File: src/rtl/csi_pkg.sv
// Shared definitions for the CSI capture path: controller state codes,
// default window lengths and a parameter range helper.
package csi_pkg;

    // 3-bit state codes, also exported on state_out for debug
    localparam logic [2:0] ST_IDLE    = 3'd0;
    localparam logic [2:0] ST_ARMED   = 3'd1;
    localparam logic [2:0] ST_SEARCH  = 3'd2;
    localparam logic [2:0] ST_CAPTURE = 3'd3;
    localparam logic [2:0] ST_HOLDOFF = 3'd4;

    // Default window lengths, in valid samples
    localparam int DEF_SYNC_TIMEOUT = 320;
    localparam int DEF_CAPTURE_LEN  = 160;
    localparam int DEF_HOLDOFF_LEN  = 80;

    // Sample counter width and its saturation value
    localparam int          CNT_W   = 16;
    localparam logic [15:0] CNT_MAX = 16'hFFFF;

    // A length must fit the 16-bit counter and be at least one sample
    function automatic logic len_ok(input int value);
        return (value >= 1) && (value <= 65535);
    endfunction

endpackage

File: src/rtl/packet_capture_ctrl.sv
// Capture controller for the CSI buffer: waits for an arm request, follows
// the power trigger into a sync search, opens a fixed-length capture window
// on a sync hit, then holds off before it can be re-armed. All timing is in
// valid samples; cycles without signal_valid_in only honour arm/abort.
module packet_capture_ctrl
    import csi_pkg::*;
#(
    parameter int SYNC_TIMEOUT = DEF_SYNC_TIMEOUT,
    parameter int CAPTURE_LEN  = DEF_CAPTURE_LEN,
    parameter int HOLDOFF_LEN  = DEF_HOLDOFF_LEN
) (
    input  logic        clk_in,
    input  logic        rst_in,
    input  logic        signal_valid_in,
    input  logic        trigger_in,
    input  logic        sync_in,
    input  logic        arm_in,
    input  logic        abort_in,
    input  logic        cont_mode_in,
    output logic        search_en_out,
    output logic        capture_en_out,
    output logic        done_out,
    output logic        timeout_out,
    output logic [15:0] pkt_count_out,
    output logic [2:0]  state_out
);

    // Lengths outside the counter range cannot be honoured, so refuse to elaborate
    if (!len_ok(SYNC_TIMEOUT)) begin : g_bad_sync_timeout
        $error("SYNC_TIMEOUT must be within 1..65535");
    end
    if (!len_ok(CAPTURE_LEN)) begin : g_bad_capture_len
        $error("CAPTURE_LEN must be within 1..65535");
    end
    if (!len_ok(HOLDOFF_LEN)) begin : g_bad_holdoff_len
        $error("HOLDOFF_LEN must be within 1..65535");
    end

    // Counter values compared against: last search sample, last capture
    // sample, and the holdoff count that must already have elapsed
    localparam logic [CNT_W-1:0] SYNC_LAST    = CNT_W'(SYNC_TIMEOUT - 1);
    localparam logic [CNT_W-1:0] CAPTURE_LAST = CNT_W'(CAPTURE_LEN - 1);
    localparam logic [CNT_W-1:0] HOLDOFF_MIN  = CNT_W'(HOLDOFF_LEN);

    logic [2:0]       state;
    logic [2:0]       state_nxt;
    logic [CNT_W-1:0] count;
    logic [CNT_W-1:0] count_nxt;
    logic             done_nxt;
    logic             timeout_nxt;

    assign state_out = state;

    // Next-state and counter rules; abort overrides everything, including arm
    always_comb begin
        state_nxt   = state;
        count_nxt   = count;
        done_nxt    = 1'b0;
        timeout_nxt = 1'b0;
        if (abort_in) begin
            state_nxt = ST_IDLE;
            count_nxt = '0;
        end else begin
            case (state)
                ST_IDLE: begin
                    if (arm_in) begin
                        state_nxt = ST_ARMED;
                        count_nxt = '0;
                    end
                end
                ST_ARMED: begin
                    if (signal_valid_in && trigger_in) begin
                        state_nxt = ST_SEARCH;
                        count_nxt = '0;
                    end
                end
                ST_SEARCH: begin
                    if (signal_valid_in) begin
                        if (sync_in) begin
                            state_nxt = ST_CAPTURE;
                            count_nxt = '0;
                        end else if (!trigger_in || (count == SYNC_LAST)) begin
                            state_nxt   = ST_HOLDOFF;
                            count_nxt   = '0;
                            timeout_nxt = 1'b1;
                        end else begin
                            count_nxt = count + 16'd1;
                        end
                    end
                end
                ST_CAPTURE: begin
                    if (signal_valid_in) begin
                        if (count == CAPTURE_LAST) begin
                            state_nxt = ST_HOLDOFF;
                            count_nxt = '0;
                            done_nxt  = 1'b1;
                        end else begin
                            count_nxt = count + 16'd1;
                        end
                    end
                end
                ST_HOLDOFF: begin
                    if (signal_valid_in) begin
                        if ((count >= HOLDOFF_MIN) && !trigger_in) begin
                            state_nxt = cont_mode_in ? ST_ARMED : ST_IDLE;
                            count_nxt = '0;
                        end else if (count != CNT_MAX) begin
                            count_nxt = count + 16'd1;
                        end
                    end
                end
                default: begin
                    state_nxt = ST_IDLE;
                    count_nxt = '0;
                end
            endcase
        end
    end

    // State, counter and all outputs are registered; enables follow the next state
    always_ff @(posedge clk_in) begin
        if (rst_in) begin
            state          <= ST_IDLE;
            count          <= '0;
            pkt_count_out  <= '0;
            done_out       <= 1'b0;
            timeout_out    <= 1'b0;
            search_en_out  <= 1'b0;
            capture_en_out <= 1'b0;
        end else begin
            state          <= state_nxt;
            count          <= count_nxt;
            done_out       <= done_nxt;
            timeout_out    <= timeout_nxt;
            search_en_out  <= (state_nxt == ST_SEARCH);
            capture_en_out <= (state_nxt == ST_CAPTURE);
            if (done_nxt) begin
                pkt_count_out <= pkt_count_out + 16'd1;
            end
        end
    end

endmodule

File: config.mk
export PLATFORM = sky130hd
export DESIGN_NAME = packet_capture_ctrl
export DESIGN_NICKNAME = d
export VERILOG_FILES = /design/src/rtl/csi_pkg.sv /design/src/rtl/packet_capture_ctrl.sv
export SDC_FILE = /design/constraint.sdc
export NUM_CORES = 1
export LEC_CHECK = 0
export BUFFER_PORTS_ARGS = -buffer_cell sky130_fd_sc_hd__buf_2
export CAP_MARGIN = 20
export CORE_UTILIZATION = 25
export CTS_CLUSTER_DIAMETER = 50
export DETAILED_ROUTE_END_ITERATION = 16
export GPL_ROUTABILITY_DRIVEN = 1
export MAX_ROUTING_LAYER = met4
export PLACE_DENSITY_LB_ADDON = 0.12
export SLEW_MARGIN = 20
export SYNTH_ARGS = -nofsm -noshare
export SYNTH_HDL_FRONTEND = slang
export SYNTH_SLANG_ARGS = --single-unit
export TNS_END_PERCENT = 30
File: constraint.sdc
create_clock -name clk_in -period 4.4 [get_ports clk_in]
set_input_delay 0.66 -clock clk_in [delete_from_list [all_inputs] [get_ports clk_in]]
set_output_delay 0.66 -clock clk_in [all_outputs]
set_load 0.1 [all_outputs]
==> results of run 1 <==
how the worst max path moves through the flow:
stage                     from        end  slack [ps]  cells past startpoint
6_report              count[1]  count[12]        1780                      6
3_5_place_dp   signal_valid_in   count[2]        1620                      7
4_1_cts               count[1]  count[12]        1720                      6
3_3_place_gp   signal_valid_in  count[12]        1660                      7
5_1_grt               count[1]   count[9]        1580                      6
2_1_floorplan     state_out[0]   count[2]        1650                      7
cells by family (layout without fill, tap and decap cells):
family | after synthesis | count (layout) | share of synthesized area [%]
adder cells (fa/ha/maj) | 3 | 3 | 1.67
flip-flops | 39 | 39 | 34.8
AND/OR/NAND/NOR | 123 | 123 | 34.9
buffers and inverters | 22 | 49 | 5.41
multiplexers | 5 | 5 | 2.45
XOR/XNOR | 8 | 8 | 3.12
AO/OA/AOI/OAI | 56 | 56 | 17.7
layer usage:
metal / GRT usage [%] / vias up
li1: - / 1015
met4: 2.41 / 0
met3: 2.53 / 2
met5: - / -
met1: 17.6 / 926
met2: 18.7 / 25
Yosys cell counts, types with 7 or more instances:
cell type  instances  area [sq um]
nand4_1            9          56.3
o31ai_1           10          75.1
xnor2_1            8          70.1
a21oi_1           23           115
or4_2              9          78.8
nor2_1            29           109
inv_1              8          30.0
dfxtp_1           39           781
o21ai_0            7          35.0
nand3_1           16          80.1
nand2_1           14          52.6
metrics by stage:
stage / util [%] / instance area, sq um / cells
6_report: 29.6 / 2580 / 391
5_1_grt: 29.6 / 2580 / 391
4_1_cts: 29.6 / 2580 / 391
3_5_place_dp: 28.2 / 2460 / 383
3_3_place_gp: 28.2 / 2460 / 383
2_1_floorplan: - / 2240 / 256
layout make-up:
cell class / count / area [sq um]
Tap cell: 108 / 135
Inverter: 8 / 30.0
Clock buffer: 6 / 82.6
Fill cell: 926 / 6140
Multi-Input combinational cell: 195 / 1340
Timing Repair Buffer: 33 / 173
Sequential cell: 39 / 781
Clock inverter: 2 / 35.0
power groups by stage:
stage	logic [mW]	clock network [mW]	registers (mW)
floorplan	0.0233	0	0.367
global placement	0.0369	0	0.365
detailed placement	0.0374	0	0.365
CTS	0.0374	0.334	0.356
global route	0.0407	0.345	0.357
finish	0.0363	0.318	0.356
critical path, delay by kind of cell (launching register included):
family	cells	cell delay, ps
AOI/OAI and AO/OA	2	1010
and+or+nand+nor	3	780
DFF	1	420
adders and majority gates	1	240
registers in the layout, indices dropped and copies added (netlist names):
signal and flops:
search_en_out 1, count 16, state_out 3, done_out 1, timeout_out 1, pkt_count_out 16
capture_en_out 1
==> impl_metrics.toml, run 1 <==
[route]
drc = 0
vias = 1968
wl_met3_um = 143
via_per_inst = 5.03
wl_met1_um = 2960
top_layer = "met4"
totalWireLength_um = 5600
dr_wl_met2_um = 2460
wl_per_cell_um = 14.3
route.antenna.remaining_nets = 0
first_pass_iters = 4
drtIter0Drc = 101

[sta]
slew_viol_final = 0
slew_headroom_pct = 31.8
hold-worst-slack_ps = 523
tns_ps = 0
setup_viol = 0
rsz0062_at_grt = "no"
period_share_pct = 59.6
fin_ws_ps = 1780
min_period_ps = 2620
worst_pin_slew_ps = 1020
hold_viol_final = 0
fin_worst_skew_ps = 17.9
fmax_mhz = 381

[grt]
grt_pass1_vias = 1926
groute.usage.overall_pct = 12.6
overflow = 0
grt_antenna_before_repair = 0
grt_max_degree = 28
grt_pass1_wl_um = 9630

[setup_path]
end_kind = "flop"
path_cells = "ha_1 > and4_1 > nand4_1 > and3_1 > o41ai_4 > a211oi_2"
cp-start-kind = "flop"
cp_max_fo = 16
path_class = "reg -> reg"
critPathMaxStageDelay_ps = 930
cp.arrival_ps = 2750
r2r_setup_slack_ps = 1780
r2r-end = "count[12]"
reg2reg_depth = 6
slowest_stage = "o41ai_4"
worst_ep_required_time_ps = 4530
reg2reg_from = "count[1]"

[min_path]
min_to = "count[4]"
hold_path_class = "reg -> reg"
hold_start = "count[4]"
whs_path_depth = 2

[placed_design]
portBuffers = 30
place_hpwl_um = 3830
gp_routability_congestion = 0.734
pre_cts_ws_ps = 1620

[clock_tree]
clkLatencyLatePin_ps = 300
root_buffer = "clkbuf_8"
cts-buffers-inserted = 5
clkSinkCount = 39
cts_hold_buf = 0
clockBufferDepth = 2
cts_tree = "built"
cts_resized = 0
htree_levels = 2
cts.clk_slew.worst_paths_ps = 90
post_cts_buffers = 0

[power_and_ir_drop]
p_int_mw = 0.547
netSwitchingFraction_pct = 23.1
switchingPower_mw = 0.164
p_total_mw = 0.711
leakage_nw = 0.864
seqPwrFrac_pct = 50.1
vdd_drop_max_uv = 107
power.share.combinational_pct = 5.1
powerDensity_mw_per_mm2 = 276
clkPwrFrac_pct = 44.8

[synthesis]
yosysUniqueCellTypes = 57
synthCells = 256
syn_area_per_cell_sq_um = 8.76
ys_seq_area_share_pct = 34.8
ys_async_sr_fraction_pct = 0
netlist_area_sq_mm = 0.00224
ys.flop_type = "dfxtp_1"
synth-seq-cells = 39
synth_edf_count = 0
syn_nets = 267
ys_warn_count = 0

[die]
fp.dieW_um = 96.7
core_area_sq_mm = 0.00872
die_area_sq_mm = 0.00936
ios = 31
rows = 34
initial_utilization_pct = 25.7
chipHeight_um = 96.7

[cells_and_area]
syn2layout_area_growth_pct = 14.9
nets = 293
final_cell_mix = "dfxtp_1, buf_2, nor2_1"
final_common_cell = "dfxtp_1"
diodes = 0
drive_gt1_share_pct = 24.4

[run]
drv_cap = 0

[outcome]
run_status = "completed"
Note: power is estimated with default switching activity, not from simulation.
==> run 2, diff against run 1 <==
==> constraint.sdc (replaced) <==
create_clock -name clk_in -period 2.7 [get_ports clk_in]
set_input_delay 0.405 -clock clk_in [delete_from_list [all_inputs] [get_ports clk_in]]
set_output_delay 0.405 -clock clk_in [all_outputs]
set_load 0.1 [all_outputs]
==> impl_metrics.toml, run 2 (synthesized netlist as in run 1, its figures left out) <==
[route]
drtIter0Drc = 55
route.antenna.remaining_nets = 0
via_per_inst = 5.11
drc = 0
totalWireLength_um = 5540
first_pass_iters = 4
vias = 2002
wl_per_cell_um = 14.1

[clock_tree]
cts.clk_slew.worst_paths_ps = 80
clockBufferDepth = 2
post_cts_buffers = 0
cts_hold_buf = 0
clkLatencyLatePin_ps = 290
cts_resized = 0
cts_tree = "built"
root_buffer = "clkbuf_8"
cts-buffers-inserted = 5
htree_levels = 2
clkSinkCount = 39

[grt]
overflow = 0
grt_pass1_vias = 1901
grt_antenna_before_repair = 0
grt_max_degree = 26
groute.usage.overall_pct = 13.1
grt_pass1_wl_um = 9820

[sta]
slew_headroom_pct = 67.4
slew_viol_final = 0
period_share_pct = 87.6
fmax_mhz = 423
hold-worst-slack_ps = 403
setup_viol = 0
rsz0062_at_grt = "no"
hold_viol_final = 0
worst_pin_slew_ps = 493
tns_ps = 0
fin_worst_skew_ps = 8.00
min_period_ps = 2360

[cells_and_area]
nets = 296
drive_gt1_share_pct = 24.6
final_common_cell = "dfxtp_1"
syn2layout_area_growth_pct = 13.9
final_core_util_pct = 29.3
diodes = 0
fill_cells = 931
final_cell_mix = "dfxtp_1, buf_2, nor2_1"

[die]
die_area_sq_mm = 0.00936
ios = 31
rows = 34
core_area_sq_mm = 0.00872
fp.dieW_um = 96.7
initial_utilization_pct = 25.7
chipHeight_um = 96.7

[outcome]
run_status = "completed"

[placed_design]
gp_routability_congestion = 0.743
portBuffers = 30
place_hpwl_um = 4010

[setup_path]
cp-start-kind = "flop"
worst_ep_required_time_ps = 2920
path_class = "reg -> reg"
end_kind = "flop"
cp.arrival_ps = 2590
cp_max_fo = 6

[min_path]
hold_path_class = "in -> reg"

[power_and_ir_drop]
leakage_nw = 0.855
p_total_mw = 1.01
vdd_drop_max_uv = 133
powerDensity_mw_per_mm2 = 397

[run]
drv_cap = 0
run 2: worst max-delay path, cell delays in order (launching register included):
cell	delay [ps]
dfxtp_1	400
ha_1	210
and4_1	390
nand2_1	130
or4_1	550
or4_1	470
a21oi_1	150
run 2: area by class of cell:
class	count	area, sq um	area share (%)
clock buffers	6	72.6	2.84
inverters	8	30.0	1.17
well taps	108	135	5.29
repair buffers	36	195	7.64
multi-input cells	195	1340	52.5
flip-flops and latches	39	782	30.6
run 2: where the power goes:
part,switching [mW],internal (mW)
registers,0.00398,0.576
clock network,0.199,0.173
logic,0.0447,0.0179
run 2: final timing paths:
path	start	endpoint	slack, ps	cells past startpoint
worst min register to register	count[3]	count[3]	530	2
worst max register to register	count[0]	count[14]	340	6
worst min-delay path	abort_in	timeout_out	400	2
worst max-delay path	count[0]	count[14]	340	6
run 2: per-layer routing:
layer	track usage, %	wire [um]	up-vias
met4	3.44	41	0
met3	2.53	165	5
met2	19.3	2440	32
li1	-	-	1013
met5	-	0	-
met1	18.4	2890	952
run 2: stage by stage:
| stage | area, sq um | cells | worst slack [ps] |
|---|---|---|---|
| finish | 2560 | 392 | 336 |
| global route | 2560 | 392 | 79.2 |
| CTS | 2560 | 392 | 317 |
| detailed placement | 2480 | 386 | 315 |
| global placement | 2480 | 386 | 388 |
| floorplan | 2240 | 256 | 35.8 |
